### config.mk
export PLATFORM = sky130hd
export DESIGN_NAME = id_ex_stage
export DESIGN_NICKNAME = d
export VERILOG_FILES = /design/src/rtl/id_ex_stage.sv
export SDC_FILE = /design/constraint.sdc
export NUM_CORES = 1
export LEC_CHECK = 0
export CAP_MARGIN = 20
export CELL_PAD_IN_SITES_DETAIL_PLACEMENT = 0
export CELL_PAD_IN_SITES_GLOBAL_PLACEMENT = 1
export CORE_AREA = 2 2 151 153
export CTS_CLUSTER_DIAMETER = 50
export DETAILED_ROUTE_END_ITERATION = 10
export DIE_AREA = 0 0 153 155
export DONT_BUFFER_PORTS = 1
export MAX_ROUTING_LAYER = met4
export PLACE_DENSITY = 0.65
export SLEW_MARGIN = 20
export SYNTH_ARGS = -nofsm -noshare
export SYNTH_HDL_FRONTEND = slang
export SYNTH_SLANG_ARGS = --single-unit
### constraint.sdc
create_clock -name clk -period 4.5 [get_ports clk]
set_input_delay 0.675 -clock clk [delete_from_list [all_inputs] [get_ports clk]]
set_output_delay 0.675 -clock clk [all_outputs]
set_load 0.02 [all_outputs]
### src/rtl/id_ex_stage.sv
// ============================================================================
// Module      : id_ex_stage
// Description : ID/EX pipeline slot with operand bypass and load-use stall.
// Revision    : 1.0 - initial release
// ============================================================================
`default_nettype none

module id_ex_stage #(
    parameter int WIDTH = 32,
    parameter int CNT_W = 16
) (
    input  logic             clk,
    input  logic             rst,
    input  logic             in_valid,
    output logic             in_ready,
    input  logic [4:0]       in_rs1,
    input  logic [4:0]       in_rs2,
    input  logic [4:0]       in_rd,
    input  logic             in_use_rs1,
    input  logic             in_use_rs2,
    input  logic [WIDTH-1:0] in_imm,
    input  logic [WIDTH-1:0] in_pc,
    input  logic             in_reg_write,
    input  logic             in_mem_read,
    output logic [4:0]       r_reg1,
    output logic [4:0]       r_reg2,
    input  logic [WIDTH-1:0] r_data1,
    input  logic [WIDTH-1:0] r_data2,
    input  logic             wb_we,
    input  logic [4:0]       wb_rd,
    input  logic [WIDTH-1:0] wb_data,
    input  logic             mem_fwd_valid,
    input  logic [4:0]       mem_fwd_rd,
    input  logic [WIDTH-1:0] mem_fwd_data,
    input  logic             flush,
    output logic             out_valid,
    input  logic             out_ready,
    output logic [WIDTH-1:0] out_op1,
    output logic [WIDTH-1:0] out_op2,
    output logic [WIDTH-1:0] out_imm,
    output logic [WIDTH-1:0] out_pc,
    output logic [4:0]       out_rd,
    output logic             out_reg_write,
    output logic             out_mem_read,
    output logic [CNT_W-1:0] stall_cycles
);

    logic             r_valid;
    logic [WIDTH-1:0] r_op1;
    logic [WIDTH-1:0] r_op2;
    logic [WIDTH-1:0] r_imm;
    logic [WIDTH-1:0] r_pc;
    logic [4:0]       r_rd;
    logic             r_reg_write;
    logic             r_mem_read;
    logic [CNT_W-1:0] r_stall;

    logic             w_hazard;
    logic             w_ready;
    logic             w_accept;
    logic             w_fire;
    logic [WIDTH-1:0] w_op1;
    logic [WIDTH-1:0] w_op2;

    // MEM result is younger than writeback, so it takes priority; x0 is never bypassed.
    function automatic logic [WIDTH-1:0] f_sel(
        input logic [4:0]       idx,
        input logic [WIDTH-1:0] rf,
        input logic             mv,
        input logic [4:0]       mrd,
        input logic [WIDTH-1:0] mdata,
        input logic             wv,
        input logic [4:0]       wrd,
        input logic [WIDTH-1:0] wdata
    );
        if (idx == 5'd0)              return '0;
        else if (mv && (mrd == idx))  return mdata;
        else if (wv && (wrd == idx))  return wdata;
        else                          return rf;
    endfunction

    assign r_reg1 = in_rs1;
    assign r_reg2 = in_rs2;

    always_comb begin
        w_op1 = f_sel(in_rs1, r_data1, mem_fwd_valid, mem_fwd_rd, mem_fwd_data,
                      wb_we, wb_rd, wb_data);
        w_op2 = f_sel(in_rs2, r_data2, mem_fwd_valid, mem_fwd_rd, mem_fwd_data,
                      wb_we, wb_rd, wb_data);
    end

    // A load still in the slot has no data yet for a dependent consumer.
    assign w_hazard = r_valid && r_mem_read && (r_rd != 5'd0) &&
                      ((in_use_rs1 && (in_rs1 == r_rd)) ||
                       (in_use_rs2 && (in_rs2 == r_rd)));
    assign w_ready  = (!r_valid || out_ready) && !w_hazard && !flush;
    assign w_accept = in_valid && w_ready;
    assign w_fire   = r_valid && out_ready;

    always_ff @(posedge clk or posedge rst) begin
        if (rst) begin
            r_valid     <= 1'b0;
            r_op1       <= '0;
            r_op2       <= '0;
            r_imm       <= '0;
            r_pc        <= '0;
            r_rd        <= '0;
            r_reg_write <= 1'b0;
            r_mem_read  <= 1'b0;
        end else if (flush) begin
            r_valid <= 1'b0;
        end else if (w_accept) begin
            r_valid     <= 1'b1;
            r_op1       <= w_op1;
            r_op2       <= w_op2;
            r_imm       <= in_imm;
            r_pc        <= in_pc;
            r_rd        <= in_rd;
            r_reg_write <= in_reg_write;
            r_mem_read  <= in_mem_read;
        end else if (w_fire) begin
            r_valid <= 1'b0;
        end
    end

    always_ff @(posedge clk or posedge rst) begin
        if (rst) begin
            r_stall <= '0;
        end else if (in_valid && w_hazard && !flush && (r_stall != {CNT_W{1'b1}})) begin
            r_stall <= r_stall + CNT_W'(1);
        end
    end

    assign in_ready      = w_ready;
    assign out_valid     = r_valid;
    assign out_op1       = r_op1;
    assign out_op2       = r_op2;
    assign out_imm       = r_imm;
    assign out_pc        = r_pc;
    assign out_rd        = r_rd;
    assign out_reg_write = r_reg_write;
    assign out_mem_read  = r_mem_read;
    assign stall_cycles  = r_stall;

endmodule

`default_nettype wire

# Word-level counts from Yosys, hierarchy flattened
# Index checks and enable logic that the tools add are counted.
word_totals:
  reg_bits: 152
  in_bits: 228
  out_inout_bits: 163
  elab_cells: 53
classes:
  add_sub_neg: 1
  n_eq_ne: 7
  mux: 9
  bitwise_logic: 1
  reduce_logical: 26
op_table:
  columns: ["operator", "n"]
  rows:
  - ["$mux W32", 6]
  - ["$eq A5 B5 Y1", 6]
  - ["$add A16 B1 Y16 const B", 1]
  - ["$logic_and A1 B1 Y1", 16]
  - ["$ne A16 B16 Y1 const B", 1]
  - ["$logic_not A5 Y1", 2]
  - ["$reduce_bool A5 Y1", 1]
  - ["$logic_not A1 Y1", 3]
  - ["$mux W1", 3]
  - ["$reduce_bool A3 Y1", 1]
  - ["$logic_or A1 B1 Y1", 2]
  - ["$reduce_and A2 Y1", 1]
  - ["$not A1 Y1", 1]

# Depth between registers and ports, before layout
# Gate-level depths: netlist of the first run.
depth:
  ltp_word: 10
  mapped_depth: 9
  mapped_depth_nobuf: 6

# Worst setup path before layout of the first run
# OpenSTA, ideal clock, no wires.
synth_path:
  path_kind: "register to output"
  startpoint: "register r_rd[3] (netlist: out_rd[3])"
  endpoint: "output port in_ready"
  arrival_ns: 1.613
  required_ns: 3.825
  setup_slack_ns: 2.212
  path_stages_with_launch: 4
  n_path_buf: 0
  path_cell_list: "dfrtp_1 > or3_1 > o311a_1 > a21oi_1"
synth_between:
  elab_chain_len: 7
  word_cells_on_any_way: 11
  classes_between: "2 x eq/ne; 9 x reduce/logical"
synth_rtl:
  columns: ["element", "line_no", "source"]
  rows:
  - ["start: declaration", "53", "logic [4:0] r_rd;"]
  - ["start signal: assignment", "118", "r_rd <= in_rd;"]
  - ["$eq A5 B5 Y1, on equally long branches", "94, 95", null]
  - ["$logic_and A1 B1 Y1, on equally long branches", "94, 95", null]
  - ["$logic_or A1 B1 Y1", "94", "((in_use_rs1 && (in_rs1 == r_rd)) ||"]
  - ["$logic_and A1 B1 Y1 (*)", "93", "assign w_hazard = r_valid && r_mem_read && (r_rd != 5'd0) &&"]
  - ["$logic_not A1 Y1 (*)", "96", "assign w_ready = (!r_valid || out_ready) && !w_hazard && !flush;"]
  - ["$logic_and A1 B1 Y1 (*) (2 in series)", "96", null]
  - ["end: declaration", "15", "output logic in_ready,"]
# Every way passes the cells marked *; elsewhere a longest branch is shown, timed or not.

# Worst setup path after layout of the first run
layout_path:
  startpoint: "register r_rd[3] (netlist: out_rd[3])"
  endpoint: "register r_op2[15] (netlist: out_op2[15])"
layout_between:
  elab_chain_len: 9
  word_cells_on_any_way: 13
  classes_between: "2 x eq/ne; 11 x reduce/logical"
layout_rtl:
  columns: ["element", "line_no", "source"]
  rows:
  - ["$eq A5 B5 Y1, on equally long branches", "94, 95", null]
  - ["$logic_and A1 B1 Y1, on equally long branches", "94, 95", null]
  - ["$logic_or A1 B1 Y1", "94", null]
  - ["$logic_and A1 B1 Y1 (*)", "93", null]
  - ["$logic_not A1 Y1 (*)", "96", null]
  - ["$logic_and A1 B1 Y1 (*) (2 in series)", "96", null]
  - ["$logic_and A1 B1 Y1 (*)", "97", "assign w_accept = in_valid && w_ready;"]
  - ["$reduce_and A2 Y1 (no line) (*)", null, null]
  - ["end signal: assignment", "115", "r_op2 <= w_op2;"]
  - ["end: declaration", "50", "logic [WIDTH-1:0] r_op2;"]
# Marks and branches as above.
# A chain may end at the register's enable or synchronous reset.

==> results.md, run 1 <==
Run status:
- The run finished with clean final reports.

Critical path:
- The critical path goes through or3_1 > o311a_1 > a21o_4 > a21oi_4 > a22o_1.
- The data required time at the worst endpoint is 4.85 ns.
- The sum of buffers and inverters on the critical path is 0.
- The maximum net fanout on the critical path is 60.
- The biggest cell delay along the critical path is roughly 0.85 ns.
- The critical path is of the flop to flop type.
- The worst endpoint data arrival time is around 3.3 ns.
- The type of element capturing the critical path is a flop.
- The worst setup path is launched from a flop.
- The largest individual stage delay along the critical path comes from the cell a21oi_4.
- The largest delay contributor family on the critical path is compound AO/OA/AOI/OAI gates.

Placement:
- The congestion estimate from routability-driven global placement came to approximately 0.89.
- Port buffering added 0 buffers.
- The wire-length estimate of the detail-placed layout is approximately 18000 um.

Yosys:
- The number of flops mapped to enable cells by yosys is 0.
- Counting flops with an async set or reset pin after synthesis yields a share of 100%.
- The number of synthesis warnings is 0.
- The netlist area before placement is around 7600 um2.
- The share of synthesized area occupied by flip-flops and latches is around 50%.
- Synthesis produced 866 cells.
- After synthesis the netlist holds a flip-flop and latch count of about 150.
- Yosys mapped the design onto 39 distinct sky130hd cell types.
- After synthesis, the mean cell area works out to 8.76 um2.
- The net count of the mapped netlist is between 1000 and 1500.
- In the synthesized netlist the dominant register cell turns out to be dfrtp_1.

Final layout:
- The layout overhead on the synthesized area is 9.58%.
- Leaving out fill and tap cells, the most frequent cells in the layout are nand2_1 (319), dfrtp_1 (152), nor2_1 (67).
- The layout has roughly 2300 filler cells.
- Cells with a size suffix above 1 make up under 10% of the layout.
- The post-layout net count is between 1000 and 1500.
- The most common library cell in the layout ignoring fill and taps is nand2_1.

CTS:
- The number of buffers created by CTS is 17.
- Gates resized during post-CTS repair numbered 0.
- The number of buffers on the longest clock path is 2.
- Clock-pin slew was measured on the worst setup and hold paths at 0.07 ns.
- The number of hold buffers added after CTS was 0.
- The H-tree was split into 4 levels.
- The clock net sink count is roughly 150.
- Once the clock tree was built, the setup fixing pass inserted 0 buffers.
- CTS placed an instance of clkbuf_16 at the clock tree root.
- At the later pin of the worst-skew pair, clock insertion delay measures between 0.4 and 0.5 ns.
- TritonCTS built the clock tree.

Floorplan:
- The die span in x is between 150 and 200 um.
- The floorplan step defined a die boundary enclosing ~24000 um2.
- The die is approximately 160 um tall.
- 391 I/O pins were placed.
- The number of core rows is 55.
- The placeable core region is 22200 um2.
- The initial core utilization is around 34%.

Timing:
- Setup repair after global routing left no endpoint under its margin.
- The remaining max-slew budget at the tightest pin is roughly 33%.
- Based on the critical path, the design can be clocked at up to approximately 330 MHz.
- The final count of pins violating max slew is 0.
- The setup TNS after final layout is 0 ns.
- Counting I/O delays and the setup requirement, the final critical path takes between 2 and 3 ns.
- Setup violations remaining at the end of the flow were counted as 0.
- The worst setup skew after layout is roughly 0.016 ns.
- The slew at the pin with the worst max-slew slack is between 0.9 and 1 ns.
- The worst path uses approximately 66% of the clock period.
- The count of endpoints failing hold in the final timing report is 0.

Routing:
- The detail route stage leaves a number of antenna-violating nets equal to 0.
- In the routed layout, each cell is associated on average with a via count of 5.29.
- The detailed router placed around 6000 vias in this run.
- The DRC violation total after the first TritonRoute iteration is 362.
- The iteration count of the initial detailed-routing pass is 4.
- Dividing the detail-routed wire length by the instance count gives 21.7 um.
- The final layout contains routed wiring with a total length of between 20000 and 25000 um.
- After detailed routing, the number of remaining DRC violations is 0.

Global routing:
- The via count of the first global-routing pass is 6168.
- After global routing the overflow that remains totals 0.
- Global routing used a little over a fifth of the available tracks.
- Entering global routing, the biggest net connects around 80 pins.
- The number of antenna violations at the first check in global routing came to 1.
- The first global-routing pass estimated between 30000 and 40000 um of wire.

Power and ir drop:
- Power spread over the standard cell area amounts to around 450 nW/um2.
- In this run the static leakage power is between 3 and 4 nW.
- Summing internal, switching and leakage power gives between 3 and 4 mW.
- The highest ir drop seen on vdd is 189 uV.

Flow run:
- The number of maximum-capacitance constraint violations is 0.

Hold path:
- The class of the tightest hold or removal check is input pin to async pin.
## final timing paths
kind                                       start  slack (ns)  depth (start not counted)                       to
min                                          rst        0.31                          2   out_pc[24]$_DFFE_PP0P_
min reg2reg                out_pc[7]$_DFFE_PP0P_        0.62                          2    out_pc[7]$_DFFE_PP0P_
max                        out_rd[3]$_DFFE_PP0P_        1.51                          5  out_op2[15]$_DFFE_PP0P_
max reg2reg                out_rd[3]$_DFFE_PP0P_        1.51                          5  out_op2[15]$_DFFE_PP0P_
min in group clk                      in_imm[17]        0.36                          2  out_imm[17]$_DFFE_PP0P_
max in group asynchronous                    rst        3.18                          3   out_op1[0]$_DFFE_PP0P_
## cell usage after synthesis, types with 2 or more instances
library cell | n | area share, %
nand2_1 | 319 | 16
dfrtp_1 | 152 | 50
nor2_1 | 67 | 3.3
clkbuf_1 | 34 | 1.7
nor2b_1 | 33 | 2.7
a211oi_1 | 32 | 3.2
a22o_1 | 32 | 3.7
a31oi_1 | 32 | 2.6
xnor2_1 | 30 | 3.5
buf_2 | 20 | 1.3
o31ai_2 | 20 | 3.3
nand3_1 | 13 | 0.86
buf_4 | 12 | 1.2
o31ai_1 | 12 | 1.2
xor2_1 | 12 | 1.4
and3_1 | 7 | 0.58
nand4_1 | 7 | 0.58
nor4_1 | 4 | 0.33
inv_1 | 3 | 0.15
nand2b_1 | 3 | 0.25
nor3_1 | 3 | 0.20
o21ai_0 | 2 | 0.13
## layout make-up
class	count	area, um2	share of cell area (%)
Clock buffer	17	425	5.12
Tap cell	285	357	4.29
Clock inverter	14	113	1.35
Sequential cell	152	3800	45.7
Inverter	3	15.0	0.181
Antenna cell	1	2.50	0.0301
Timing Repair Buffer	13	110	1.32
Multi-Input combinational cell	645	3490	42.0
## flip-flops by register name (all words and copies together) (netlist names)
signal and count:
out_valid 1, out_reg_write 1, stall_cycles 16, out_op2 32, out_pc 32, out_rd 5
out_mem_read 1, out_op1 32, out_imm 32
## through the flow
| stage | hold WS (ns) | util [%] | cell area [um2] | worst slack, ns | cells |
|---|---|---|---|---|---|
| finish | 0.309 | 37.4 | 8320 | 1.51 | 1130 |
| global route | 0.329 | 37.4 | 8320 | 1.33 | 1130 |
| floorplan | 0.581 | - | 7590 | 1.91 | 866 |
| CTS | 0.300 | 37.4 | 8310 | 1.47 | 1129 |
| global placement | 0.605 | 35.0 | 7770 | 1.51 | 1098 |
| detailed placement | 0.608 | 35.0 | 7770 | 1.49 | 1098 |
## kinds of logic (layout without fill, tap and decap cells)
group,after synthesis,count (layout),synth area share (%)
other,0,1,0
buffers and inverters,69,47,4.34
AO/OA/AOI/OAI,139,139,15.2
AND/OR/NAND/NOR,462,462,25.2
flip-flops,152,152,50.1
adder cells (fa/ha/maj),1,1,0.165
XOR/XNOR,42,42,4.85
multiplexers,1,1,0.148
## metal layers
layer  GRT usage, %  vias up  share of wire [%]
met5              -        -                  0
met4           5.16        0                1.5
met3           8.08       21                9.7
met2           33.6      297                 47
met1           25.0     2831                 42
li1               -     2825                  -
## where the power goes
group          total (mW)  internal, mW  switching (mW)
sequential           1.99          1.56           0.436
clock                1.35         0.718           0.633
combinational       0.400         0.174           0.226
(Power assumes the default switching activity.)
==> run 2: changes to the inputs <==
--- a/config.mk
+++ b/config.mk
@@ -14,7 +14,7 @@
 export DIE_AREA = 0 0 153 155
 export DONT_BUFFER_PORTS = 1
 export MAX_ROUTING_LAYER = met4
-export PLACE_DENSITY = 0.65
+export PLACE_DENSITY = 0.63
 export SLEW_MARGIN = 20
 export SYNTH_ARGS = -nofsm -noshare
 export SYNTH_HDL_FRONTEND = slang
==> constraint.sdc (replaced) <==
create_clock -name clk -period 2.75 [get_ports clk]
set_input_delay 0.4125 -clock clk [delete_from_list [all_inputs] [get_ports clk]]
set_output_delay 0.4125 -clock clk [all_outputs]
set_load 0.02 [all_outputs]
==> results.md, run 2 (synthesized netlist as in run 1, its figures left out) <==
CTS:
- The post-cts resize count is 0 (unchanged).
- The post-CTS setup buffer count is 0 (unchanged).
- The number of buffers on the longest clock path is 2 (unchanged).
- The TritonCTS clock tree is built (unchanged).
- The clock net sink count is 152 (unchanged).
- The post-cts hold buffer count came to 1 (was 0).
- The clock-pin slew of the registers on the worst-case setup and hold paths is 0.07 ns (about the same).
- The number of buffers created by CTS came to 17 (unchanged).
- The library cell used as clock root buffer was clkbuf_16 (unchanged).
- The clock latency on the worst-skew pair is 0.43 ns (was 0.42 ns).
- The H-tree depth is 4 (unchanged).

Timing:
- The worst setup skew after layout was 0.0228 ns (was 0.0161 ns).
- The worst hold slack across all endpoints is 0.0952 ns (was 0.309 ns).
- The remaining max-slew budget at the tightest pin was 55.6% (was 33.3%).
- The final count of pins violating max slew is 0 (unchanged).
- The final count of negative-setup-slack endpoints is 0 (unchanged).
- The count of endpoints failing hold in the final timing report is 0 (unchanged).
- Based on the critical path, the design can be clocked at up to approximately 400 MHz.
- The worst path in the final design needs a cycle of around 2.5 ns, including I/O delays and setup.
- Setup repair after global routing missed its margin: false (unchanged).
- The share of the clock period used by the worst path after layout is between 90% and 100%.
- The setup TNS after final layout is 0 ns (unchanged).
- The slew at the pin with the worst max-slew slack is 0.660 ns (was 0.998 ns).

Routing:
- The via count is 6067 (was 5974).
- The DRC violation total after the first TritonRoute iteration was 302 (was 362).
- The total wire length after detailed routing is 25500 um (was 24500 um).
- The routed length per instance is 22.4 um (was 21.7 um).
- The number of design rule violations left after detail routing is 0 (unchanged).
- The iteration count of the initial detailed-routing pass came to 6 (was 4).
- The number of vias per cell is 5.31 (was 5.29).
- The remaining number of nets flagged by the antenna check after routing is 0 (unchanged).

Power and ir drop:
- The clock network power share is 38.6% (was 36.1%).
- The power per cell area is 747 nW/um2 (was 450 nW/um2).
- The highest ir drop seen on vdd is 311 uV (was 189 uV).
- The combinational share of power is 10.6% (was 10.7%).
- The cell-internal power came to 4.24 mW (was 2.45 mW).
- The total power draw was 6.39 mW (was 3.75 mW).
- The power spent charging and discharging nets was 2.15 mW (was 1.30 mW).
- The leakage power is 3.98 nW (was 3.87 nW).
- The share of total power consumed by net switching is 33.7% (was 34.6%).
- The share of total power in sequential cells is 50.8% (was 53.2%).

Floorplan:
- The boundary pin count is 391 (unchanged).
- The area of the die came to 23700 um2 (unchanged).
- The die span in x is 153 um (unchanged).
- The die height is 155 um (unchanged).
- The initial core utilization is 34.1% (unchanged).
- The number of core rows is 55 (unchanged).
- The placeable core region is 22200 um2 (unchanged).

Critical path:
- The type of element capturing the critical path was an output port (was flop).
- The data required time at the worst endpoint is 2.34 ns (was 4.85 ns).
- The maximum net fanout on the critical path is 5 (was 60).
- The critical path class is flop to output port (was flop to flop).
- The sort of element at the start of the critical path was a flop (unchanged).
- The worst endpoint data arrival time came to 2.11 ns (was 3.34 ns).

Global routing:
- The total global-route track usage is 21.9% (was 20.9%).
- The global-route wire length before repair is 38400 um (was 37200 um).
- The via count of the first global-routing pass is 6177 (was 6168).
- The number of antenna violations at the first check in global routing is 2 (was 1).
- The total overflow reported by the global router came to 0 (unchanged).
- The pin count of the biggest net entering global routing is 74 (was 79).

Final layout:
- The fraction of layout cells with a size suffix above 1 is 9.47% (was 8.53%).
- The most common library cell in the layout ignoring fill and taps is nand2_1 (unchanged).
- Highest-count cells in the layout ignoring fill and taps: nand2_1 (319), dfrtp_1 (152), nor2_1 (67) (unchanged).
- The post-layout net count was 1071 (was 1061).
- The layout overhead on the synthesized area came to 12.7% (was 9.58%).

Flow run:
- The number of maximum-capacitance constraint violations came to 0 (unchanged).

Run status:
- Run status: completed (unchanged).

Placement:
- The global placement routability congestion was 0.799 (was 0.886).
- The post-DP HPWL is 18400 um (was 17600 um).
- The number of buffer cells added on primary ports is 0 (unchanged).

Hold path:
- The class of the tightest hold or removal check is input pin to flop (was input pin to async pin).
==> run 2: critical path, cell delays in order, from the launching register on <==
cell	delay [ns]
dfrtp_1	0.52
or3_1	0.42
o311a_1	0.38
a21oi_1	0.20
buf_4	0.17
==> run 2: through the flow <==
step	worst slack [ns]	instances	util (%)	area [um2]
2_1_floorplan	0.421	866	-	7590
5_1_grt	0.0938	1142	38.5	8550
3_3_place_gp	0.438	1107	35.7	7930
4_1_cts	0.184	1140	38.5	8550
6_report	0.226	1142	38.5	8550
3_5_place_dp	0.363	1107	35.7	7930
==> run 2: area by class of cell <==
class	count	area, um2
Timing Repair Buffer	23	275
Sequential cell	152	3800
Tap cell	285	357
Antenna cell	2	5.00
Clock buffer	18	429
Inverter	3	15.0
Multi-Input combinational cell	645	3490
Clock inverter	14	179
Fill cell	2290	13700
==> run 2: power by group through the flow <==
stage | registers (mW) | clock network [mW] | logic, mW
5_1_grt | 3.29 | 2.64 | 0.781
3_3_place_gp | 3.30 | 0 | 0.672
2_1_floorplan | 3.17 | 0 | 0.568
4_1_cts | 3.26 | 2.53 | 0.691
6_report | 3.25 | 2.46 | 0.677
3_5_place_dp | 3.29 | 0 | 0.694
==> run 2: per-layer routing <==
metal	up-vias	share of wire, %	GRT usage, %	routed length (um)
li1	2852	-	-	-
met5	-	0	-	0
met2	308	48	35.4	12300
met3	33	11	9.53	2730
met1	2874	39	24.5	9920
met4	0	2.1	7.45	546
==> run 2: final timing paths <==
check,from,to,slack (ns),cells past startpoint
setup reg to reg,out_rd[3]$_DFFE_PP0P_,out_op1[22]$_DFFE_PP0P_,0.39,6
setup / recovery,out_rd[3]$_DFFE_PP0P_,in_ready,0.23,4
max in group asynchronous,rst,stall_cycles[0]$_DFFE_PP0P_,1.42,3
min in group asynchronous,rst,out_imm[15]$_DFFE_PP0P_,0.53,2
hold / removal,in_imm[24],out_imm[24]$_DFFE_PP0P_,0.1,2
hold reg to reg,out_pc[0]$_DFFE_PP0P_,out_pc[0]$_DFFE_PP0P_,0.62,2
